===== src/rtl/vga_timing_gen.sv =====
`timescale 1ns/1ps
// Parametrised VGA raster timing generator with a latency-matched pixel output stage.
// Optional feature macro: VGA_TEST_PATTERN_EN (internal 8-bar colour pattern on pattern_en).

module vga_timing_gen #(
  parameter int H_ACTIVE  = 640,
  parameter int H_FP      = 16,
  parameter int H_SYNC    = 96,
  parameter int H_BP      = 48,
  parameter int V_ACTIVE  = 480,
  parameter int V_FP      = 10,
  parameter int V_SYNC    = 2,
  parameter int V_BP      = 33,
  parameter bit HSYNC_POL = 1'b0,
  parameter bit VSYNC_POL = 1'b0,
  parameter int COLOR_W   = 4,
  parameter int CNT_W     = 10,
  parameter int DATA_LAT  = 1
) (
  input  logic                   clk25,
  input  logic                   rst_n,
  input  logic [3*COLOR_W-1:0]   rgb_in,
  input  logic                   pattern_en,
  output logic                   pix_req,
  output logic [CNT_W-1:0]       pix_x,
  output logic [CNT_W-1:0]       pix_y,
  output logic [COLOR_W-1:0]     red_out,
  output logic [COLOR_W-1:0]     green_out,
  output logic [COLOR_W-1:0]     blue_out,
  output logic                   hSync,
  output logic                   vSync,
  output logic                   active,
  output logic                   line_start,
  output logic                   frame_start
);

  localparam int H_TOTAL = H_ACTIVE + H_FP + H_SYNC + H_BP;
  localparam int V_TOTAL = V_ACTIVE + V_FP + V_SYNC + V_BP;
  localparam int CW1     = CNT_W + 1;
  localparam int RGB_W   = 3 * COLOR_W;

  localparam logic [CNT_W-1:0] H_LAST = CNT_W'(H_TOTAL - 1);
  localparam logic [CNT_W-1:0] V_LAST = CNT_W'(V_TOTAL - 1);

  // Window bounds are one bit wider than the counters so a bound equal to
  // 2^CNT_W (zero back porch at maximum total) still compares correctly.
  localparam logic [CNT_W:0] H_ACT_C = CW1'(H_ACTIVE);
  localparam logic [CNT_W:0] V_ACT_C = CW1'(V_ACTIVE);
  localparam logic [CNT_W:0] HS_BEG  = CW1'(H_ACTIVE + H_FP);
  localparam logic [CNT_W:0] HS_END  = CW1'(H_ACTIVE + H_FP + H_SYNC);
  localparam logic [CNT_W:0] VS_BEG  = CW1'(V_ACTIVE + V_FP);
  localparam logic [CNT_W:0] VS_END  = CW1'(V_ACTIVE + V_FP + V_SYNC);

  typedef struct packed {
    logic       req;
    logic       hs;
    logic       vs;
    logic       ls;
    logic       fs;
`ifdef VGA_TEST_PATTERN_EN
    logic [2:0] bar;
`endif
  } flags_t;

  logic [CNT_W-1:0] h_q, h_d;
  logic [CNT_W-1:0] v_q, v_d;
  logic [CNT_W:0]   h_x, v_x;

  flags_t st0;
  flags_t dly;

  logic [RGB_W-1:0] rgb_q, rgb_d;
  logic             act_q, act_d;
  logic             hs_q, hs_d;
  logic             vs_q, vs_d;
  logic             ls_q, ls_d;
  logic             fs_q, fs_d;

  // ---------------------------------------------------------------------------
  // Raster counters
  // ---------------------------------------------------------------------------
  // NOTE: every signal assigned in an always_comb gets a default first, so no
  // path through the block can leave it unassigned and infer a latch.
  always_comb begin
    h_d = h_q + CNT_W'(1);
    v_d = v_q;
    if (h_q == H_LAST) begin
      h_d = '0;
      v_d = (v_q == V_LAST) ? '0 : v_q + CNT_W'(1);
    end
  end

  // NOTE: clocked state uses non-blocking assignments so every register
  // samples pre-edge values regardless of statement order.
  always_ff @(posedge clk25) begin
    if (!rst_n) begin
      h_q <= '0;
      v_q <= '0;
    end else begin
      h_q <= h_d;
      v_q <= v_d;
    end
  end

  assign h_x   = {1'b0, h_q};
  assign v_x   = {1'b0, v_q};
  assign pix_x = h_q;
  assign pix_y = v_q;

  // ---------------------------------------------------------------------------
  // Stage-0 decode
  // ---------------------------------------------------------------------------
`ifdef VGA_TEST_PATTERN_EN
  localparam int BAR_W = (H_ACTIVE >= 8) ? H_ACTIVE / 8 : 1;

  function automatic logic [2:0] bar_of(input logic [CNT_W-1:0] x);
    logic [CNT_W-1:0] idx;
    idx = x / CNT_W'(BAR_W);
    return (idx > CNT_W'(7)) ? 3'd7 : idx[2:0];
  endfunction

  function automatic logic [RGB_W-1:0] bar_rgb(input logic [2:0] b);
    return {{COLOR_W{b[2]}}, {COLOR_W{b[1]}}, {COLOR_W{b[0]}}};
  endfunction
`endif

  always_comb begin
    st0     = '0;
    st0.req = (h_x < H_ACT_C) && (v_x < V_ACT_C);
    st0.hs  = (h_x >= HS_BEG) && (h_x < HS_END);
    st0.vs  = (v_x >= VS_BEG) && (v_x < VS_END);
    st0.ls  = (h_q == '0);
    st0.fs  = (h_q == '0) && (v_q == '0);
`ifdef VGA_TEST_PATTERN_EN
    st0.bar = bar_of(h_q);
`endif
  end

  assign pix_req = st0.req;

  // ---------------------------------------------------------------------------
  // Alignment delay line: flags travel with the pixel source's read latency
  // ---------------------------------------------------------------------------
  if (DATA_LAT == 0) begin : g_no_pipe
    assign dly = st0;
  end else begin : g_pipe
    flags_t pipe_q [DATA_LAT];

    // NOTE: the delay line is reset like any other flop so stale sync and
    // marker flags from an aborted frame never reach the outputs.
    always_ff @(posedge clk25) begin
      if (!rst_n) begin
        for (int i = 0; i < DATA_LAT; i++) pipe_q[i] <= '0;
      end else begin
        pipe_q[0] <= st0;
        for (int i = 1; i < DATA_LAT; i++) pipe_q[i] <= pipe_q[i-1];
      end
    end

    assign dly = pipe_q[DATA_LAT-1];
  end

  // ---------------------------------------------------------------------------
  // Output register
  // ---------------------------------------------------------------------------
`ifndef VGA_TEST_PATTERN_EN
  logic unused_pattern_en;
  assign unused_pattern_en = pattern_en;
`endif

  always_comb begin
    rgb_d = '0;
    if (dly.req) begin
`ifdef VGA_TEST_PATTERN_EN
      rgb_d = pattern_en ? bar_rgb(dly.bar) : rgb_in;
`else
      rgb_d = rgb_in;
`endif
    end
    act_d = dly.req;
    hs_d  = dly.hs ? HSYNC_POL : ~HSYNC_POL;
    vs_d  = dly.vs ? VSYNC_POL : ~VSYNC_POL;
    ls_d  = dly.ls;
    fs_d  = dly.fs;
  end

  always_ff @(posedge clk25) begin
    if (!rst_n) begin
      rgb_q <= '0;
      act_q <= 1'b0;
      hs_q  <= ~HSYNC_POL;
      vs_q  <= ~VSYNC_POL;
      ls_q  <= 1'b0;
      fs_q  <= 1'b0;
    end else begin
      rgb_q <= rgb_d;
      act_q <= act_d;
      hs_q  <= hs_d;
      vs_q  <= vs_d;
      ls_q  <= ls_d;
      fs_q  <= fs_d;
    end
  end

  assign red_out     = rgb_q[RGB_W-1 -: COLOR_W];
  assign green_out   = rgb_q[2*COLOR_W-1 -: COLOR_W];
  assign blue_out    = rgb_q[COLOR_W-1:0];
  assign active      = act_q;
  assign hSync       = hs_q;
  assign vSync       = vs_q;
  assign line_start  = ls_q;
  assign frame_start = fs_q;

endmodule


===== config.mk =====
export PLATFORM = sky130hd
export DESIGN_NAME = vga_timing_gen
export DESIGN_NICKNAME = d
export VERILOG_FILES = /design/src/rtl/vga_timing_gen.sv
export SDC_FILE = /design/constraint.sdc
export NUM_CORES = 1
export LEC_CHECK = 0
export ABC_CLOCK_PERIOD_IN_PS = 3000
export CAP_MARGIN = 20
export CORE_ASPECT_RATIO = 0.6
export CORE_UTILIZATION = 47
export DETAILED_ROUTE_END_ITERATION = 8
export PLACE_DENSITY_LB_ADDON = 0.05
export SYNTH_ARGS = -nofsm -noshare
export SYNTH_HDL_FRONTEND = slang
export SYNTH_SLANG_ARGS = --single-unit

===== constraint.sdc =====
create_clock -name clk25 -period 3 [get_ports clk25]
set_input_delay 0.3 -clock clk25 [delete_from_list [all_inputs] [get_ports clk25]]
set_output_delay 0.3 -clock clk25 [all_outputs]
set_load 0.05 [all_outputs]

==> flow_metrics.py, run 1 <==
metrics = {
    "sta": {
        "fin_skew_ns": 0.003310,
        "tightest_slew_ns": 0.5139,
        "period_share": 0.7608,
        "clock.fmax_ghz": 0.4381,
        "worst_hold_slack_ns": 0.3759,
        "hold_viol": 0,
        "fin_crit_ns": 2.282,
        "fin_tns_setup_ns": 0,
        "setup_viol": 0,
        "grt_setup_unrepaired": "no",
        "slew_violations": 0,
        "max_slew_margin": 0.6563,
    },
    "worst_setup_path": {
        "critPathArrivalTime_ns": 1.98,
        "critPathBufInv": 1,
        "crit_type": "flop to primary output",
        "critPathMaxFanout": 5,
        "crit_chain": "and3_2 > nand2_1 > and3b_1 > clkdlybuf4s50_1",
        "start_kind": "flop",
        "crit_family": "buffers and inverters",
        "setup.worst_path.end_class": "primary output",
        "cp_slowest_stage_delay_ns": 0.80,
        "cp_slowest_cell": "clkdlybuf4s50_1",
        "reg2reg_slack_ns": 0.78,
        "critical_path_required_ns": 2.70,
    },
    "yosys": {
        "ys_seq_elements": 42,
        "ys.flop_type": "dfxtp_1",
        "yosysSeqAreaShare": 0.4852,
        "syn-instance-count": 179,
        "yosysUniqueCellTypes": 41,
        "ys_warn_count": 0,
        "async_reset_ff_frac": 0,
        "syn-cell-area_mm2": 0.001733,
        "synth_nets": 198,
        "syn_area_per_cell_um2": 9.681,
        "synth_edf_count": 0,
    },
    "route": {
        "wire_per_inst_um": 13.88,
        "wl_mm": 3.804,
        "via_per_inst": 5.270,
        "drt_iter0_markers": 88,
        "route.detailed.drc": 0,
        "ant_nets": 0,
        "drt-pass1-iter-count": 4,
        "vias": 1444,
    },
    "floorplanning": {
        "dieArea_mm2": 0.003942,
        "io_pins": 53,
        "coreArea_mm2": 0.003383,
        "initial_core_util": 0.5122,
        "die_w_um": 80.39,
        "rows": 16,
        "die_h_um": 49.04,
    },
    "status": {
        "status": "complete, no violations",
    },
    "placement": {
        "io_buffers": 51,
        "gp_congestion": 0.8409,
        "dpl.hpwl_mm": 2.727,
    },
    "global_routing": {
        "grt_util_met2": 0.3164,
        "gr-usage-all-layers": 0.2065,
        "antenna_found_initial": 0,
        "grt.overflow.total": 0,
        "busiest_layer": "met2",
        "met1_usage": 0.2749,
        "grt_max_degree": 33,
        "gr-usage-met3": 0.07103,
        "grt_pass1_wl_mm": 6.161,
        "first_global_vias": 1297,
    },
    "cells_and_area": {
        "final_common_cell": "clkdlybuf4s50_1",
        "final_util": 0.6879,
        "final-seq-area_um2": 840.8,
        "multi_input_area_um2": 799.5,
        "antenna_cells": 0,
        "syn_to_final_growth_pct": 34.30,
        "drive_above_1_share": 0.08297,
        "mostFrequentLayoutCells": "clkdlybuf4s50_1, dfxtp_1, nand2_1, and3_1, nor2_1",
        "nNetsFinal": 247,
        "fillers": 280,
    },
    "clock_tree": {
        "cts_buffers": 5,
        "cts_resized": 0,
        "cts_sinks": 42,
        "h-tree-depth": 2,
        "cts_tree": "yes",
        "post_cts.repair.setup_buffers": 0,
        "clock_latency_ns": 0.29,
        "clk_path_buf_depth": 2,
        "clockRootBuffer": "clkbuf_8",
        "cts.clk_slew.worst_paths_ns": 0.08,
        "holdBufCountCts": 0,
    },
    "power": {
        "powerDensity_mw_per_mm2": 452.4,
        "internal_power_uw": 784.9,
        "p_sw_frac": 0.2546,
        "power_frac_clock": 0.337,
        "switchingPower_uw": 268.0,
        "ir_drop_uv": 308.9,
        "p_leak_nw": 0.8706,
        "p_seq_frac": 0.554,
        "power_frac_comb": 0.109,
    },
    "flow_run": {
        "max_cap_violations": 0,
    },
    "worst_hold_path": {
        "holdCritPathClass": "flop to flop",
    },
}
## layout make-up
cell class	count	share of cell area
Sequential cell	42	0.3613
Timing Repair Buffer	52	0.2226
Multi-Input combinational cell	120	0.3435
Clock inverter	2	0.005914
Inverter	7	0.01129
Tap cell	45	0.02419
Clock buffer	6	0.03118
## per-layer routing
layer,share of wire,up-vias
met2,0.44,65
met5,0,-
met4,0.0076,0
li1,-,721
met3,0.10,4
met1,0.46,654
## through the flow
step	total power [mW]	instances	worst slack [ns]	instance area (um2)
after floorplan	0.6625	179	0.5967	1733
after global placement	0.7089	266	0.8956	2241
after detailed placement	0.7116	266	0.8236	2241
after CTS	1.062	274	0.6974	2327
after global routing	1.102	274	0.5884	2327
final	1.053	274	0.7177	2327
## cell usage after synthesis, types with 2 or more instances
| cell type | n | area (um2) |
|---|---|---|
| a21oi_1 | 4 | 20.02 |
| ha_1 | 4 | 50.05 |
| o31ai_1 | 2 | 15.01 |
| nor3_1 | 4 | 20.02 |
| xor2_1 | 4 | 35.03 |
| or3_2 | 2 | 15.01 |
| nand3_1 | 6 | 30.03 |
| clkbuf_1 | 4 | 15.01 |
| nand2_1 | 18 | 67.56 |
| nor2_1 | 10 | 37.54 |
| and3_2 | 2 | 15.01 |
| and2_1 | 8 | 50.05 |
| xnor2_1 | 7 | 61.31 |
| o21ai_0 | 3 | 15.01 |
| or4_1 | 3 | 22.52 |
| inv_1 | 7 | 26.28 |
| nor4b_1 | 2 | 17.52 |
| or4_4 | 2 | 22.52 |
| o22ai_1 | 2 | 12.51 |
| nor4_1 | 6 | 37.54 |
| buf_6 | 2 | 22.52 |
| and3_1 | 14 | 87.58 |
| dfxtp_1 | 42 | 840.8 |
| clkbuf_2 | 2 | 10.01 |
| nand4_1 | 3 | 18.77 |
## worst reg2reg max path: stages, from the launching register on
cell and delay [ns]:
dfxtp_1 0.44, ha_1 0.31, nand4_4 0.15, or4_4 0.61, or4_1 0.49, a21oi_1 0.15
## worst paths after layout
path,start,to,cells after the start
worst min register to register,g_pipe.pipe_q[0][3],hSync,1
worst min-delay path,g_pipe.pipe_q[0][3],hSync,1
worst max-delay path,pix_y[6],pix_req,4
worst max register to register,pix_x[0],pix_y[7],5
## power by group through the flow
stage / logic [mW] / registers, mW / clock network [mW]
finish: 0.115 / 0.583 / 0.355
global route: 0.122 / 0.586 / 0.394
CTS: 0.116 / 0.583 / 0.363
detailed placement: 0.115 / 0.596 / 0
global placement: 0.114 / 0.595 / 0
floorplan: 0.0268 / 0.636 / 0
## cells by family (layout without fill, tap and decap cells)
kind of cell / count (synthesis) / in the layout / synth area share
compound gates: 13 / 13 / 0.05054
xor+xnor: 11 / 11 / 0.05559
fa+ha+maj: 4 / 4 / 0.02888
buf+inv: 17 / 67 / 0.05343
flops: 42 / 42 / 0.4852
mux: 1 / 1 / 0.005776
simple gates: 91 / 91 / 0.3206
## state kept, by name (all words and copies together), names as in the netlist, 5 cells and up
name           count
rgb_q             12
pix_x             10
pix_y             10
g_pipe.pipe_q      5
Note: power is estimated with default switching activity, not from simulation.
==> run 2: changes to the inputs <==
--- a/config.mk
+++ b/config.mk
@@ -5,10 +5,10 @@
 export SDC_FILE = /design/constraint.sdc
 export NUM_CORES = 1
 export LEC_CHECK = 0
-export ABC_CLOCK_PERIOD_IN_PS = 3000
+export ABC_CLOCK_PERIOD_IN_PS = 1970
 export CAP_MARGIN = 20
 export CORE_ASPECT_RATIO = 0.6
-export CORE_UTILIZATION = 47
+export CORE_UTILIZATION = 41
 export DETAILED_ROUTE_END_ITERATION = 8
 export PLACE_DENSITY_LB_ADDON = 0.05
 export SYNTH_ARGS = -nofsm -noshare
==> constraint.sdc (replaced) <==
create_clock -name clk25 -period 1.97 [get_ports clk25]
set_input_delay 0.197 -clock clk25 [delete_from_list [all_inputs] [get_ports clk25]]
set_output_delay 0.197 -clock clk25 [all_outputs]
set_load 0.05 [all_outputs]
==> run 2 against run 1 <==
Via count rose by 6.2%. First-iteration DRC count is 41% higher. Wire length grew 12%. Critical path type is now flop to flop. Critical endpoint is now pix_y[8]. Largest cell class unchanged. Highest routed layer unchanged.
==> flow_metrics.py, run 2 (synthesis results as in run 1) <==
metrics = {
    "status": {
        "status": "complete, no violations",
    },
    "clock_tree": {
        "clock_latency_ns": 0.30,
        "cts_tree": "yes",
        "cts_buffers": 5,
        "holdBufCountCts": 0,
        "cts_sinks": 42,
        "clk_path_buf_depth": 2,
        "cts.clk_slew.worst_paths_ns": 0.09,
        "clockRootBuffer": "clkbuf_8",
        "h-tree-depth": 2,
    },
    "global_routing": {
        "antenna_found_initial": 0,
        "first_global_vias": 1358,
        "grt_pass1_wl_mm": 6.527,
        "grt_max_degree": 33,
        "grt.overflow.total": 0,
        "gr-usage-all-layers": 0.1952,
    },
    "sta": {
        "hold_viol": 0,
        "setup_viol": 0,
        "grt_setup_unrepaired": "no",
        "max_slew_margin": 0.6494,
        "period_share": 0.9775,
        "clock.fmax_ghz": 0.5193,
        "tightest_slew_ns": 0.5243,
        "worst_hold_slack_ns": 0.3694,
        "slew_violations": 0,
        "fin_skew_ns": 0.003867,
        "fin_crit_ns": 1.926,
    },
    "placement": {
        "dpl.hpwl_mm": 2.956,
        "io_buffers": 51,
        "gp_congestion": 0.8836,
        "dp.cells": 286,
    },
    "power": {
        "total_power_mw": 1.647,
        "powerDensity_mw_per_mm2": 658.5,
        "ir_drop_uv": 404.8,
        "p_leak_nw": 0.9585,
    },
    "route": {
        "drt_iter0_markers": 124,
        "vias": 1533,
        "wire_per_inst_um": 14.40,
        "via_per_inst": 5.179,
        "ant_nets": 0,
        "wl_mm": 4.261,
        "route.detailed.drc": 0,
        "drt-pass1-iter-count": 5,
    },
    "floorplanning": {
        "die_w_um": 85.93,
        "rows": 17,
        "coreArea_mm2": 0.003850,
        "dieArea_mm2": 0.004499,
        "initial_core_util": 0.4501,
        "die_h_um": 52.36,
        "io_pins": 53,
    },
    "cells_and_area": {
        "drive_above_1_share": 0.2134,
        "antenna_cells": 0,
        "mostFrequentLayoutCells": "clkdlybuf4s50_1, dfxtp_1, nand2_1, and3_1, buf_4",
        "final_common_cell": "clkdlybuf4s50_1",
        "syn_to_final_growth_pct": 44.33,
        "largest_register_ffs": 12,
        "nNetsFinal": 257,
        "stdcell_count": 296,
        "largest-register": "rgb_q",
    },
    "worst_setup_path": {
        "critPathArrivalTime_ns": 2.11,
        "start_kind": "flop",
        "crit_type": "flop to flop",
        "setup.worst_path.end_class": "flop",
        "critPathMaxFanout": 7,
        "critical_path_required_ns": 2.15,
    },
    "worst_hold_path": {
        "holdCritPathClass": "flop to flop",
    },
    "flow_run": {
        "max_cap_violations": 0,
    },
}
-- run 2: changes by cell type in the layout (fill, tap and decap cells not counted), moves of 7 or more --
cell	before	now
dfxtp_2	0	8
dfxtp_1	42	27
dfxtp_4	0	7
buf_4	1	11
-- run 2: worst paths after layout --
kind,start,endpoint,slack [ns],cells after the start
setup / recovery,pix_y[4],pix_y[8],0.04,4
hold / removal,g_pipe.pipe_q[0][3],hSync,0.37,1
setup reg to reg,pix_y[4],pix_y[8],0.04,4
hold reg to reg,g_pipe.pipe_q[0][3],hSync,0.37,1
-- run 2: cell type report --
cell class | count | area, um2
tap | 57 | 71.32
sequential | 42 | 877.1
multi-input combinational | 120 | 827.0
timing repair buffer | 62 | 605.6
inverter | 7 | 26.28
clock buffer | 5 | 68.82
fill | 327 | 1349
clock inverter | 3 | 25.02
-- run 2: report_power, final --
group / leakage, nW / switching, mW / internal (mW) / total, mW
Clock: 0.0447 / 0.330 / 0.256 / 0.585
Combinational: 0.562 / 0.103 / 0.0745 / 0.177
Sequential: 0.352 / 0.0178 / 0.866 / 0.884
Total: 0.958 / 0.450 / 1.20 / 1.65
-- run 2: metal layers --
metal  share of wire  track usage  vias up
li1                -            -      745
met3           0.085      0.07402        6
met2            0.43       0.2910       63
met1            0.47       0.2524      719
met5               0            0        -
met4           0.013      0.08611        0
-- run 2: repair_timing --
action | 4_1_cts | 5_1_grt
endpoints found under the setup margin | 0 | 4
gates resized for setup | 0 | 5
buffers inserted | 0 | 2
hold endpoints to repair | 0 | 0
-- run 2: through the flow --
step | TNS [ns] | worst slack (ns) | utilization | cell area (um2)
6_report | 0 | 0.04441 | 0.6497 | 2501
3_5_place_dp | 0 | 0.04727 | 0.6168 | 2375
3_3_place_gp | 0 | 0.1014 | 0.6168 | 2375
2_1_floorplan | -0.005468 | -0.005468 | - | 1798
4_1_cts | 0 | 0.02015 | 0.6412 | 2469
5_1_grt | 0 | 0.00008216 | 0.6497 | 2501
-- run 2: worst max-delay path, cell delays in order (launching register included) --
cell and delay [ns]:
dfxtp_2 0.32, or4_1 0.58, or4_4 0.55, o21ai_4 0.27
a21oi_1 0.09
==> run 3: changes to the inputs <==
--- a/config.mk
+++ b/config.mk
@@ -5,12 +5,13 @@
 export SDC_FILE = /design/constraint.sdc
 export NUM_CORES = 1
 export LEC_CHECK = 0
-export ABC_CLOCK_PERIOD_IN_PS = 1970
 export CAP_MARGIN = 20
 export CORE_ASPECT_RATIO = 0.6
 export CORE_UTILIZATION = 41
 export DETAILED_ROUTE_END_ITERATION = 8
 export PLACE_DENSITY_LB_ADDON = 0.05
+export SKIP_CTS_REPAIR_TIMING = 1
+export SLEW_MARGIN = 20
 export SYNTH_ARGS = -nofsm -noshare
 export SYNTH_HDL_FRONTEND = slang
 export SYNTH_SLANG_ARGS = --single-unit
==> results of run 3 <==
The final DEF is identical to that of run 2; final timing and power are the same.
